`src/rtl/seq110_pkg.sv`:
```
// Shared definitions for the "110" sync link (transmitter and receiver).
package seq110_pkg;

  typedef enum logic [1:0] {
    IDLE = 2'd0,
    PRE  = 2'd1,
    DATA = 2'd2,
    GAP  = 2'd3
  } tx_state_t;

  localparam logic [2:0] SEQ110_PREAMBLE = 3'b110;
  localparam int         SEQ110_PRE_LEN  = 3;

  // Counter width for a count of n states; never narrower than one bit.
  function automatic int seq110_cnt_w(input int n);
    return (n <= 1) ? 1 : $clog2(n);
  endfunction

  // Preamble bit for position idx, sent MSB of the preamble first.
  function automatic logic seq110_pre_bit(input logic [1:0] idx);
    logic b;
    case (idx)
      2'd0:    b = SEQ110_PREAMBLE[2];
      2'd1:    b = SEQ110_PREAMBLE[1];
      2'd2:    b = SEQ110_PREAMBLE[0];
      default: b = 1'b0;
    endcase
    return b;
  endfunction

endpackage

```
`src/rtl/seq110_piso.sv`:
```
// Parallel-in serial-out register: load a word, shift left, MSB presented on msb.
module seq110_piso
  import seq110_pkg::*;
#(
  parameter int DATA_W = 8
) (
  input  logic              clk,
  input  logic              rst_n,
  input  logic              load,
  input  logic              shift,
  input  logic [DATA_W-1:0] d,
  output logic              msb
);

  logic [DATA_W-1:0] r_sr;

  // Load has priority over shift; otherwise hold.
  always_ff @(posedge clk or negedge rst_n) begin
    if (!rst_n) begin
      r_sr <= '0;
    end else if (load) begin
      r_sr <= d;
    end else if (shift) begin
      r_sr <= r_sr << 1;
    end else begin
      r_sr <= r_sr;
    end
  end

  assign msb = r_sr[DATA_W-1];

endmodule

```
`src/rtl/seq110_frame_tx.sv`:
```
// Serial "110" frame transmitter: preamble 1,1,0, payload MSB first, then idle gap zeros.
module seq110_frame_tx
  import seq110_pkg::*;
#(
  parameter int DATA_W   = 8,
  parameter int GAP_BITS = 2
) (
  input  logic              clk,
  input  logic              rst_n,
  input  logic [DATA_W-1:0] in_data,
  input  logic              in_valid,
  output logic              in_ready,
  output logic              out,
  output logic              tx_busy,
  output logic              frame_done
);

  localparam int PRE_CW  = seq110_cnt_w(SEQ110_PRE_LEN);
  localparam int DATA_CW = seq110_cnt_w(DATA_W);
  localparam int GAP_CW  = seq110_cnt_w(GAP_BITS);

  localparam logic [PRE_CW-1:0]  PRE_LAST  = PRE_CW'(SEQ110_PRE_LEN - 1);
  localparam logic [DATA_CW-1:0] DATA_LAST = DATA_CW'(DATA_W - 1);
  localparam logic [GAP_CW-1:0]  GAP_LAST  = GAP_CW'(GAP_BITS - 1);

  if (DATA_W < 1) begin : g_data_w_chk
    $error("seq110_frame_tx: DATA_W must be >= 1");
  end
  if (GAP_BITS < 1) begin : g_gap_chk
    $error("seq110_frame_tx: GAP_BITS must be >= 1");
  end

  tx_state_t          r_state;
  tx_state_t          w_next;
  logic [PRE_CW-1:0]  r_pre_cnt;
  logic [PRE_CW-1:0]  w_pre_cnt_nxt;
  logic [DATA_CW-1:0] r_data_cnt;
  logic [DATA_CW-1:0] w_data_cnt_nxt;
  logic [GAP_CW-1:0]  r_gap_cnt;
  logic [GAP_CW-1:0]  w_gap_cnt_nxt;
  logic               r_rdy_en;
  logic               r_out;
  logic               r_busy;
  logic               r_done;
  logic               w_accept;
  logic               w_load;
  logic               w_shift;
  logic               w_msb;
  logic               w_out_nxt;
  logic               w_done_nxt;

  // r_rdy_en keeps in_ready low through reset and until the first edge after release.
  assign in_ready   = r_rdy_en && (r_state == IDLE);
  assign w_accept   = in_valid && in_ready;
  assign out        = r_out;
  assign tx_busy    = r_busy;
  assign frame_done = r_done;

  seq110_piso #(
    .DATA_W (DATA_W)
  ) u_piso (
    .clk   (clk),
    .rst_n (rst_n),
    .load  (w_load),
    .shift (w_shift),
    .d     (in_data),
    .msb   (w_msb)
  );

  // State, counters and output flops.
  always_ff @(posedge clk or negedge rst_n) begin
    if (!rst_n) begin
      r_state    <= IDLE;
      r_pre_cnt  <= '0;
      r_data_cnt <= '0;
      r_gap_cnt  <= '0;
      r_rdy_en   <= 1'b0;
      r_out      <= 1'b0;
      r_busy     <= 1'b0;
      r_done     <= 1'b0;
    end else begin
      r_state    <= w_next;
      r_pre_cnt  <= w_pre_cnt_nxt;
      r_data_cnt <= w_data_cnt_nxt;
      r_gap_cnt  <= w_gap_cnt_nxt;
      r_rdy_en   <= 1'b1;
      r_out      <= w_out_nxt;
      r_busy     <= (r_state != IDLE);
      r_done     <= w_done_nxt;
    end
  end

  // Next state; the bit for the current state is registered onto the line one edge later.
  always_comb begin
    w_next         = r_state;
    w_pre_cnt_nxt  = r_pre_cnt;
    w_data_cnt_nxt = r_data_cnt;
    w_gap_cnt_nxt  = r_gap_cnt;
    w_out_nxt      = 1'b0;
    w_done_nxt     = 1'b0;
    w_load         = 1'b0;
    w_shift        = 1'b0;
    case (r_state)
      IDLE: begin
        if (w_accept) begin
          w_next        = PRE;
          w_load        = 1'b1;
          w_pre_cnt_nxt = '0;
        end else begin
          w_next = IDLE;
        end
      end
      PRE: begin
        w_out_nxt = seq110_pre_bit(r_pre_cnt);
        if (r_pre_cnt == PRE_LAST) begin
          w_next         = DATA;
          w_pre_cnt_nxt  = '0;
          w_data_cnt_nxt = '0;
        end else begin
          w_pre_cnt_nxt = r_pre_cnt + PRE_CW'(1);
        end
      end
      DATA: begin
        w_out_nxt = w_msb;
        w_shift   = 1'b1;
        if (r_data_cnt == DATA_LAST) begin
          w_next         = GAP;
          w_data_cnt_nxt = '0;
          w_gap_cnt_nxt  = '0;
        end else begin
          w_data_cnt_nxt = r_data_cnt + DATA_CW'(1);
        end
      end
      GAP: begin
        w_out_nxt = 1'b0;
        if (r_gap_cnt == GAP_LAST) begin
          w_next        = IDLE;
          w_done_nxt    = 1'b1;
          w_gap_cnt_nxt = '0;
        end else begin
          w_gap_cnt_nxt = r_gap_cnt + GAP_CW'(1);
        end
      end
      default: begin
        w_next = IDLE;
      end
    endcase
  end

endmodule

```
`config.mk`:
```
export PLATFORM = sky130hd
export DESIGN_NAME = seq110_frame_tx
export DESIGN_NICKNAME = d
export VERILOG_FILES = /design/src/rtl/seq110_pkg.sv /design/src/rtl/seq110_piso.sv /design/src/rtl/seq110_frame_tx.sv
export SDC_FILE = /design/constraint.sdc
export NUM_CORES = 1
export LEC_CHECK = 0
export ABC_AREA = 0
export CORE_UTILIZATION = 55
export CTS_CLUSTER_DIAMETER = 60
export CTS_CLUSTER_SIZE = 12
export DETAILED_ROUTE_END_ITERATION = 16
export DONT_BUFFER_PORTS = 1
export PLACE_DENSITY = 0.69
export SLEW_MARGIN = 20
export SYNTH_ARGS = -nofsm -noshare
export SYNTH_HDL_FRONTEND = slang
export SYNTH_HIERARCHICAL = 1
export SYNTH_SLANG_ARGS = --single-unit
```
`constraint.sdc`:
```
create_clock -name clk -period 1.9 [get_ports clk]
set_input_delay 0.19 -clock clk [delete_from_list [all_inputs] [get_ports clk]]
set_output_delay 0.19 -clock clk [all_outputs]
set_load 0.1 [all_outputs]
```
==> flow_metrics.py <==
metrics = {
    "pwr": {
        "irDropWorstVdd_mv": 1.124,
        "power_uw": 1900,
        "p_leak_uw": 0.0005422,
        "power_density_nw_per_um2": 1729,
    },
    "die": {
        "core_area_um2": 1594,
        "die_height_um": 44.48,
        "rows": 14,
        "io_pins": 15,
        "die_w_um": 44.48,
        "start_util_pct": 62.24,
        "design.die.area_um2": 1978,
    },
    "global_routing": {
        "grt_pass1_wl_mm": 2.642,
        "grt_antenna_before_repair": 0,
        "grtUsageTotal_pct": 18.66,
        "grt_max_degree": 21,
        "grt.overflow.total": 0,
        "grt_pass1_vias": 612,
    },
    "placed_design": {
        "gp_congestion": 0.7170,
        "io_buffers": 0,
        "dpl.hpwl_mm": 1.149,
    },
    "worst_hold_path": {
        "hp-class": "input pin to register",
        "hold_start": "in_data[6]",
        "whs_endpoint": "u_piso/r_sr[6]$_DFFE_PN0P_",
        "holdPathStages": 2,
    },
    "drt": {
        "routedWlPerCell_um": 12.59,
        "drt-total-wl_mm": 1.549,
        "route.detailed.drc": 0,
        "drt_iter0_drc": 10,
        "via_per_inst": 5.163,
        "drt-pass1-iter-count": 4,
        "ant_nets": 0,
        "vias": 635,
    },
    "final_layout": {
        "final_common_cell": "dfrtp_1",
        "area_growth_pct": 10.72,
        "final_cell_mix": "dfrtp_1 (20), nand2_1 (10), mux2i_1 (9)",
        "drive_gt1_share_pct": 18.18,
        "seqCellArea_um2": 500.5,
        "diodes": 0,
        "fin_nets": 118,
        "fillers": 137,
        "multi_input_area_um2": 439.2,
    },
    "run": {
        "max_cap_viol_count": 0,
    },
    "timing": {
        "report.final.setup_viol": 0,
        "fmax_ghz": 0.5863,
        "slew-limit-headroom_pct": 39.80,
        "fin_worst_skew_ns": 0.002385,
        "setup_tns_ns": 0,
        "worstMarginPinSlew_ns": 0.9000,
        "finalHoldViolations": 0,
        "timing.final.crit_share_pct": 89.77,
        "slew_violations": 0,
        "period_needed_ns": 1.706,
        "rsz0062_at_grt": "no",
    },
    "setup_path": {
        "critPathLaunchType": "register",
        "r2r_end": "r_state[0]$_DFFE_PN0P_",
        "critPathKind": "register to register",
        "critPathTopFamily": "compound AO/OA/AOI/OAI gates",
        "crit_fanout": 3,
        "max_stage_delay_ns": 0.44,
        "path_buf_inv": 1,
        "crit_required_ns": 2.08,
        "cp_data_arrival_time_ns": 1.89,
        "r2r_slack_ns": 0.19,
        "worstRegToRegCells": 5,
        "timing.rr.start": "r_data_cnt[0]$_DFFE_PN0P_",
        "cp_slowest_cell": "a222oi_1",
        "worst_path_most_repeated_cell": "ha_1",
        "crit_chain": "ha_1 -> ha_1 -> inv_1 -> a222oi_1 -> mux2_2",
        "crit_path_end_kind": "register",
    },
    "status": {
        "outcome": "finished clean",
    },
    "clock_tree": {
        "cts_resized": 0,
        "cts-root-buf": "clkbuf_4",
        "cts.sinks": 20,
        "cts_tree": "done",
        "clkSlewWorstSetupHoldPaths_ns": 0.11,
        "cts_buffers": 3,
        "insertion_delay_ns": 0.29,
        "htreeDepth": 1,
        "clock_path_buffers": 2,
    },
    "logic_synthesis": {
        "yosysUniqueCellTypes": 26,
        "synth-seq-cells": 20,
        "synth_edf_count": 0,
        "ys_async_sr_fraction_pct": 100.0,
        "synth_area_um2": 992.2,
        "yosysSeqAreaShare_pct": 50.44,
        "syn_area_per_cell_um2": 11.15,
        "syn_inst": 89,
        "ys_warn_count": 6,
        "synth_nets": 107,
        "synth_flop_cell": "dfrtp_1",
    },
}
flip-flops by register name, summed over array words and instances (netlist names):
name and flops:
frame_done 1, out 1, r_data_cnt 3, r_gap_cnt 1, r_pre_cnt 2, r_rdy_en 1, r_state 2, tx_busy 1
u_piso/r_sr 8
per-stage QoR:
| stage | utilization, % | hold slack [ns] | setup WS, ns | std cells | cell area (um^2) |
|---|---|---|---|---|---|
| floorplan | - | -0.1056 | 0.2681 | 89 | 992.2 |
| global placement | 66.01 | -0.1052 | 0.2609 | 118 | 1052 |
| detailed placement | 66.01 | -0.1052 | 0.1992 | 118 | 1052 |
| CTS | 68.92 | 0.01316 | 0.1814 | 123 | 1099 |
| global route | 68.92 | 0.008115 | 0.05396 | 123 | 1099 |
| finish | 68.92 | 0.01302 | 0.1944 | 123 | 1099 |
Yosys cell counts, types with 2 or more instances:
cell type / count / area [um^2]
a21oi_1: 2 / 10.01
and3_1: 2 / 12.51
buf_6: 2 / 22.52
dfrtp_1: 20 / 500.5
ha_1: 7 / 87.58
inv_1: 7 / 26.28
mux2_2: 4 / 45.04
mux2i_1: 9 / 90.09
nand2_1: 10 / 37.54
nand2b_1: 2 / 12.51
nor2_1: 2 / 7.510
o21ai_0: 2 / 10.01
o21ai_1: 7 / 35.03
report_power, final:
group	switching, uW	internal [uW]
Combinational	544	418
Clock	124	117
Sequential	107	590
logic make-up after synthesis:
family	after synthesis	share of synthesized area [%]
AND/OR/NAND/NOR	20	9.838
adder cells (fa/ha/maj)	7	8.827
XOR/XNOR	1	0.8829
flip-flops	20	50.44
other	1	0.3779
buffers and inverters	10	5.296
AO/OA/AOI/OAI	17	10.72
multiplexers	13	13.62
worst reg2reg max path: stages, from the launching register on:
cell,delay [ns]
dfrtp_1,0.38
ha_1,0.15
ha_1,0.20
inv_1,0.05
a222oi_1,0.44
mux2_2,0.38
area by class of cell:
cell class,instances,area share [%]
multi-input combinational,59,39.98
tap,24,2.733
clock buffer,4,3.303
timing repair buffer,8,5.695
inverter,8,2.733
sequential,20,45.56
layer usage:
layer	track usage, %	vias to the layer above	share of wire, %
li1	-	319	-
met1	24.87	302	50
met2	30.88	12	46
met3	3.673	2	3.7
met4	5.455	0	0.84
met5	0	-	0
repair_timing:
action,CTS,global route
endpoints found under the hold margin,20,0
setup buffers,0,0
hold buffers,1,0
how the worst max path moves through the flow:
stage               slack [ns]                     end  cells after the start                       from
floorplan                 0.27  r_state[0]$_DFFE_PN0P_                      4     r_state[0]$_DFFE_PN0P_
global placement          0.26  r_state[1]$_DFFE_PN0P_                      5  r_data_cnt[0]$_DFFE_PN0P_
detailed placement        0.20  r_state[1]$_DFFE_PN0P_                      5  r_data_cnt[0]$_DFFE_PN0P_
CTS                       0.18  r_state[0]$_DFFE_PN0P_                      5  r_data_cnt[0]$_DFFE_PN0P_
global route              0.05  r_state[0]$_DFFE_PN0P_                      5  r_data_cnt[0]$_DFFE_PN0P_
finish                    0.19  r_state[0]$_DFFE_PN0P_                      5  r_data_cnt[0]$_DFFE_PN0P_
(Power assumes the default switching activity.)
